`src/rtl/tick_generator.sv`:
```
// -----------------------------------------------------------------------------
// tick_generator
//
// Turns the system clock into single-cycle `tick` strobes at one of four
// programmable periods. Successor to the fixed rate divider used by the game;
// it keeps the same 2-bit `speed` select, so existing control FSMs can drive it
// unchanged. It adds start/stop/restart control, a pause input, a one-shot mode
// and a wrapping tick counter.
//
// Parameters:
//   CNT_W  width of the internal down-counter (every preset must fit in it)
//   P1     reload value for speed = 01
//   P2     reload value for speed = 10
//   P3     reload value for speed = 11   (speed = 00 reloads 0)
//   TC_W   width of tick_count
//
// Ports:
//   clk         in   system clock, all state changes on the rising edge
//   clear       in   asynchronous active-high reset
//   speed       in   period select, sampled whenever the counter is loaded
//   start       in   starts counting from IDLE (ignored in RUN and DONE)
//   stop        in   returns to IDLE from any state
//   restart     in   reload, clear tick_count and enter RUN from any state
//   run_en      in   pause control; low freezes the counter while in RUN
//   oneshot     in   mode latched on start/restart: 1 = one tick then DONE
//   tick        out  one-cycle strobe
//   tick_count  out  ticks since the last start/restart, wraps
//   busy        out  high in RUN
//   done        out  high in DONE
// -----------------------------------------------------------------------------
module tick_generator #(
  parameter int CNT_W = 28,
  parameter int P1    = 49999999,
  parameter int P2    = 2777777,
  parameter int P3    = 6249999,
  parameter int TC_W  = 8
) (
  input  logic            clk,
  input  logic            clear,
  input  logic [1:0]      speed,
  input  logic            start,
  input  logic            stop,
  input  logic            restart,
  input  logic            run_en,
  input  logic            oneshot,
  output logic            tick,
  output logic [TC_W-1:0] tick_count,
  output logic            busy,
  output logic            done
);

  typedef enum logic [1:0] {
    ST_IDLE = 2'd0,
    ST_RUN  = 2'd1,
    ST_DONE = 2'd2
  } state_t;

  localparam logic [CNT_W-1:0] PRESET_1 = CNT_W'(P1);
  localparam logic [CNT_W-1:0] PRESET_2 = CNT_W'(P2);
  localparam logic [CNT_W-1:0] PRESET_3 = CNT_W'(P3);

  state_t            state_q;
  logic [CNT_W-1:0]  rate_q;
  logic [CNT_W-1:0]  rate_d;
  logic [TC_W-1:0]   tc_q;
  logic              os_q;

  logic [CNT_W-1:0]  preset;
  logic              rate_zero;
  logic              load;

  // Preset for the speed currently on the input. Only consulted when the
  // counter is loaded, so a speed change mid-interval never alters the
  // interval already in progress.
  always_comb begin
    preset = '0;
    unique case (speed)
      2'b00: preset = '0;
      2'b01: preset = PRESET_1;
      2'b10: preset = PRESET_2;
      2'b11: preset = PRESET_3;
      default: preset = '0;
    endcase
  end

  assign rate_zero = (rate_q == '0);

  // A tick is suppressed by restart/stop in the same cycle: those commands
  // take priority over the count that would otherwise complete.
  assign tick = (state_q == ST_RUN) & run_en & rate_zero & ~restart & ~stop;

  // restart from anywhere, or start from IDLE, performs the same (re)load.
  assign load = restart | (~stop & start & (state_q == ST_IDLE));

  // Next value of the down-counter while running un-paused.
  always_comb begin
    rate_d = rate_q;
    if (rate_zero) begin
      rate_d = preset;
    end else begin
      rate_d = rate_q - CNT_W'(1);
    end
  end

  always_ff @(posedge clk or posedge clear) begin
    if (clear) begin
      state_q <= ST_IDLE;
      rate_q  <= '0;
      tc_q    <= '0;
      os_q    <= 1'b0;
    end else if (load) begin
      state_q <= ST_RUN;
      rate_q  <= preset;
      tc_q    <= '0;
      os_q    <= oneshot;
    end else if (stop) begin
      // Counter and tick count are deliberately left as they were.
      state_q <= ST_IDLE;
    end else begin
      unique case (state_q)
        ST_IDLE: begin
          state_q <= ST_IDLE;
        end
        ST_RUN: begin
          if (run_en) begin
            if (rate_zero) begin
              tc_q <= tc_q + TC_W'(1);
              if (os_q) begin
                state_q <= ST_DONE;
              end else begin
                rate_q <= rate_d;
              end
            end else begin
              rate_q <= rate_d;
            end
          end
        end
        ST_DONE: begin
          state_q <= ST_DONE;
        end
        default: begin
          state_q <= ST_IDLE;
        end
      endcase
    end
  end

  assign tick_count = tc_q;
  assign busy       = (state_q == ST_RUN);
  assign done       = (state_q == ST_DONE);

endmodule

```
`config.mk`:
```
export PLATFORM = sky130hd
export DESIGN_NAME = tick_generator
export DESIGN_NICKNAME = d
export VERILOG_FILES = /design/src/rtl/tick_generator.sv
export SDC_FILE = /design/constraint.sdc
export NUM_CORES = 1
export LEC_CHECK = 0
export ABC_AREA = 1
export CORE_AREA = 4 4 76 78
export CTS_CLUSTER_SIZE = 12
export DETAILED_ROUTE_END_ITERATION = 16
export DIE_AREA = 0 0 80 82
export PLACE_DENSITY = 0.78
export SETUP_SLACK_MARGIN = 0.4
export SLEW_MARGIN = 25
export SYNTH_ARGS = -nofsm -noshare
export SYNTH_HDL_FRONTEND = slang
export SYNTH_SLANG_ARGS = --single-unit
```
`constraint.sdc`:
```
create_clock -name clk -period 2.5 [get_ports clk]
set_input_delay 0.5 -clock clk [delete_from_list [all_inputs] [get_ports clk]]
set_output_delay 0.5 -clock clk [all_outputs]
set_load 0.01 [all_outputs]
```
# ---- After elaboration in Yosys (flattened, before gate mapping)
# Index checks and enable logic that the tools add are counted.
dict set report word_totals {
  latchBits 0
  reg_bits 39
  inputBits 9
  mem_bits_rw 0
  out_inout_bits 11
  rom_bits 0
  word_cells 53
  memories 0
}
dict set report classes {
  n_mul 0
  n_div 0
  mux 19
  n_bitwise 9
  eq_ne 10
  reduce_logical 9
  magnitude_cmp 0
  n_addsub 2
  n_shift 0
}
# cell n
set ops {}
lappend ops {{28-bit two-way mux} 7}
lappend ops {{28-bit case mux with 4 select lines} 1}
lappend ops {{8-bit two-way mux} 5}
lappend ops {{28-bit logical NOT} 1}
lappend ops {{28-bit by 1-bit subtractor with 28-bit output, second input constant} 1}
lappend ops {{2-bit two-way mux} 5}
lappend ops {{8-bit by 1-bit adder with 8-bit output, second input constant} 1}
lappend ops {{4-bit by 2-bit != test with 1-bit output, second input constant} 2}
lappend ops {{4-bit AND reduction} 2}
lappend ops {{1-bit bitwise AND} 6}
lappend ops {{2-bit equality test, second input constant} 3}
lappend ops {{2-bit nonzero test} 3}
lappend ops {{2-bit by 1-bit equality test with 1-bit output, second input constant} 2}
lappend ops {{2-bit logical NOT} 2}
lappend ops {{4-bit by 3-bit != test with 1-bit output, second input constant} 1}
lappend ops {{2-bit case mux with 2 select lines} 1}
lappend ops {{3-bit by 2-bit != test with 1-bit output, second input constant} 1}
lappend ops {{3-bit AND reduction} 1}
lappend ops {{2-bit by 1-bit != test with 1-bit output, second input constant} 1}
lappend ops {{1-bit inverter} 2}
lappend ops {{1-bit bitwise OR} 1}

# ---- Longest topological paths before layout
dict set report depth {
  ltp_word 9
  depth_mapped 13
}

# ---- Worst setup path after synthesis
# Ideal clock, no wire load.
dict set report synth_path {
  path_type {flip-flop to output port}
  start {register rate_q[0]}
  end {output port tick}
  stages_incl_launch_ff 9
  required_time_ps 2000
  arrival_ps 1417
  slack_ps 583
  n_path_buf 0
  cell_sequence {dfrtp_1 inv_1 ha_1 inv_1 nor3_1 nand2_1 nor2_1 nand2_1 nor4_1}
}
dict set report synth_between {
  elab_chain_len 4
}
# item line
set synth_lines {}
lappend synth_lines {{start: declaration} 63} ;# logic [CNT_W-1:0] rate_q;
lappend synth_lines {{start signal: assignment} 113} ;# rate_q <= preset;
lappend synth_lines {{start signal: assignment} 131} ;# rate_q <= rate_d;
lappend synth_lines {{start signal: assignment} 134} ;# rate_q <= rate_d;
lappend synth_lines {{28-bit logical NOT} 86} ;# assign rate_zero = (rate_q == '0);
lappend synth_lines {{1-bit bitwise AND (3 in series)} 90} ;# assign tick = (state_q == ST_RUN) & run_en & rate_zero & ~restart & ~stop;
lappend synth_lines {{end: declaration} 46} ;# output logic tick,
# No other way between the ends.

# ---- Worst setup path after layout
dict set report layout_path {
  start {register rate_q[10]}
  end {output port tick}
}
# Same word-level chain as after synthesis.

==> flow_summary.json <==
{
  "yosys-top-cells-area": "dfrtp_1, nand2_1, nor2_1",
  "rows": 26,
  "syn_inst": 430,
  "timing.final.ws_setup_ns": 0.3286,
  "netlist.area_leader.share": 0.3301,
  "cp_data_required_time_ns": 2.00,
  "ys_seq_area_frac": 0.3301,
  "cp-start-kind": "flop",
  "diodes": 0,
  "cp.arrival_ns": 1.67,
  "async_flop_share": 1.000,
  "drt-pass1-iter-count": 5,
  "root_buffer": "clkbuf_8",
  "outcome": "finished, final reports clean",
  "path_common_cell": "nand2_1",
  "ys_warn_count": 0,
  "fin_skew_ns": 0.009218,
  "antenna_found_initial": 0,
  "layout.cells.non_filler": 536,
  "max_slew_margin": 0.6597,
  "hp-class": "reg2reg",
  "start_util": 0.5826,
  "slowest_stage": "dfrtp_1",
  "io_buffers": 19,
  "period_minus_slack_ns": 2.171,
  "synth_nets": 449,
  "max_freq_mhz": 460.5,
  "hold_ws_ns": 0.5184,
  "die_w_um": 80,
  "cp-end-kind": "output port",
  "grt_overflow": 0,
  "dieArea_um2": 6560,
  "powerDensity_nw_per_um2": 605.6,
  "yosys_most_used_dff": "dfrtp_1",
  "hold_viol_final": 0,
  "final_core_util": 0.6844,
  "cts_tree": "yes",
  "layout.nets": 484,
  "drtIter0Drc": 198,
  "clk_latency_ns": 0.30,
  "fp.dieH_um": 82,
  "antenna_left": 0,
  "gp_congestion": 0.9417,
  "grt_max_degree": 40,
  "crit_fanout": 5,
  "synth-seq-cells": 39,
  "hpwl_mm": 5.462,
  "finalCritPeriodShare": 0.8686,
  "clk_path_buf_depth": 2,
  "numCtsBuffers": 5,
  "dp.cells": 524,
  "grt_pass1_wl_mm": 12.04,
  "rsz0062_at_grt": "true",
  "avgSynthCellArea_um2": 6.876,
  "leakagePower_nw": 1.708,
  "drv_slew": 0,
  "synth_top_cell_by_area": "dfrtp_1",
  "ios": 20,
  "synth.distinct_cells": 33,
  "drive_gt1_frac": 0.1459,
  "wl_per_cell_um": 13.86,
  "gr-usage-all-layers": 0.2337,
  "nFillCells": 467,
  "core_area_um2": 5075,
  "synth_edf_count": 0,
  "final.setup.tns_ns": 0,
  "path_class": "reg2out",
  "grt_pass1_vias": 2688,
  "tightest_slew_ns": 0.5105,
  "maxCapViolCount": 0,
  "irDropWorstVdd_v": 0.0004110,
  "hold_buffers": 0,
  "setup_viol_count_final": 0,
  "syn_to_final_growth_pct": 17.48,
  "viasPerCell": 5.416,
  "critical-path-max-stage-delay_ns": 0.44,
  "via_count": 2903,
  "crit_path_cell_trace": "nor2_2 > nand2_4 > inv_2 > nand2_1 > nor2_1 > nand2_1 > nor4_2 > buf_2",
  "clkTransAtPathRegs_ns": 0.09,
  "remaining_drc_errors": 0,
  "h-tree-depth": 2,
  "syn-cell-area_um2": 2957,
  "pre_cts_slack_ns": 0.07373,
  "wl_mm": 7.430,
  "clock_sinks": 39
}
[critical path, delay by kind of cell (launching register included)]
kind | cells | cell delay (ns)
flip-flops | 1 | 0.44
buffers and inverters | 2 | 0.25
AND/OR/NAND/NOR | 6 | 0.68
[Yosys cell counts, types with 2 or more instances]
master	n
ha_1	10
nor2_8	3
inv_1	59
inv_2	3
dfrtp_1	39
nor2_2	5
buf_6	4
o21ai_0	21
nor2_1	66
xor2_1	13
nand2_2	3
o22ai_2	2
nand2_4	2
o21ai_1	10
nor2_4	4
a21oi_2	2
nor4_1	2
nand4_1	13
xnor2_1	2
nand3_1	26
inv_4	2
nor3_1	2
nand2_1	120
a21oi_1	8
[metal layers]
metal  vias up  track usage  part of all wire
li1       1412            -                 -
met2        88       0.4172              0.51
met1      1386       0.2940              0.43
met3        17      0.03399             0.044
met4         0      0.06588             0.020
met5         -            0                 0
[worst paths after layout]
kind	to	slack (ns)	startpoint	cells after the start
min in group asynchronous	rate_q[19]$_DFFE_PP0P_	0.63	clear	3
hold reg to reg	rate_q[25]$_DFFE_PP0P_	0.52	rate_q[25]$_DFFE_PP0P_	2
hold / removal	rate_q[25]$_DFFE_PP0P_	0.52	rate_q[25]$_DFFE_PP0P_	2
setup reg to reg	rate_q[19]$_DFFE_PP0P_	0.53	rate_q[4]$_DFFE_PP0P_	10
setup / recovery	tick	0.33	rate_q[10]$_DFFE_PP0P_	8
max in group asynchronous	rate_q[9]$_DFFE_PP0P_	1.50	clear	3
[state kept, by name, indices dropped and copies added (netlist names)]
| register | count |
|---|---|
| os_q | 1 |
| rate_q | 28 |
| state_q | 2 |
| tick_count | 8 |
[logic make-up after synthesis]
| kind of cell | after synthesis | share of synthesized area |
|---|---|---|
| adder cells (fa/ha/maj) | 10 | 0.04232 |
| AND/OR/NAND/NOR | 248 | 0.3809 |
| flip-flops | 39 | 0.3301 |
| AO/OA/AOI/OAI | 47 | 0.09522 |
| buffers and inverters | 71 | 0.1071 |
| XOR/XNOR | 15 | 0.04444 |
[final cells by class]
type	count	area, um2	area share
Clock buffer	5	68.82	0.01981
Clock inverter	3	67.56	0.01945
Inverter	64	245.2	0.07061
Multi-Input combinational cell	320	1719	0.4950
Sequential cell	39	977.2	0.2813
Tap cell	70	87.58	0.02522
Timing Repair Buffer	35	307.8	0.08862
[cell usage in the layout (no fill, tap or decap), types with 2 or more instances in the layout]
cell             instances
bufinv_16                2
inv_1                   57
clkbuf_8                 5
o21ai_1                 10
nand2_1                120
nand3_1                 26
nor2_1                  57
o22ai_2                  2
nor3_1                   2
inv_4                    2
inv_2                    5
a21oi_1                  8
nand4_1                 13
o21ai_0                 21
clkdlybuf4s50_1         17
ha_1                     9
dfrtp_1                 38
nor2_2                  13
xnor2_1                  2
nor2_8                   3
nand2_4                  3
nor2_4                   5
xor2_1                  13
a21oi_2                  2
buf_4                   16
[through the flow]
step / power [mW] / instance area [um2]
6_report: 2.104 / 3473
5_1_grt: 2.230 / 3473
4_1_cts: 2.090 / 3427
3_5_place_dp: 1.430 / 3253
3_3_place_gp: 1.408 / 3253
2_1_floorplan: 1.250 / 2957
[report_power, final]
part / internal, mW / switching (mW) / total (mW)
Combinational: 0.246 / 0.396 / 0.642
Sequential: 0.718 / 0.105 / 0.823
Clock: 0.398 / 0.240 / 0.638
Total: 1.36 / 0.741 / 2.10
[timing repair]
| item | CTS | global route |
|---|---|---|
| hold endpoints to repair | 0 | 0 |
| gates resized for setup | 12 | 12 |
| buffers inserted | 3 | 1 |
| setup endpoints to repair | 1 | 18 |
| pin swaps | 1 | 2 |
| cloned | 0 | 0 |
Note: power is estimated with default switching activity, not from simulation.
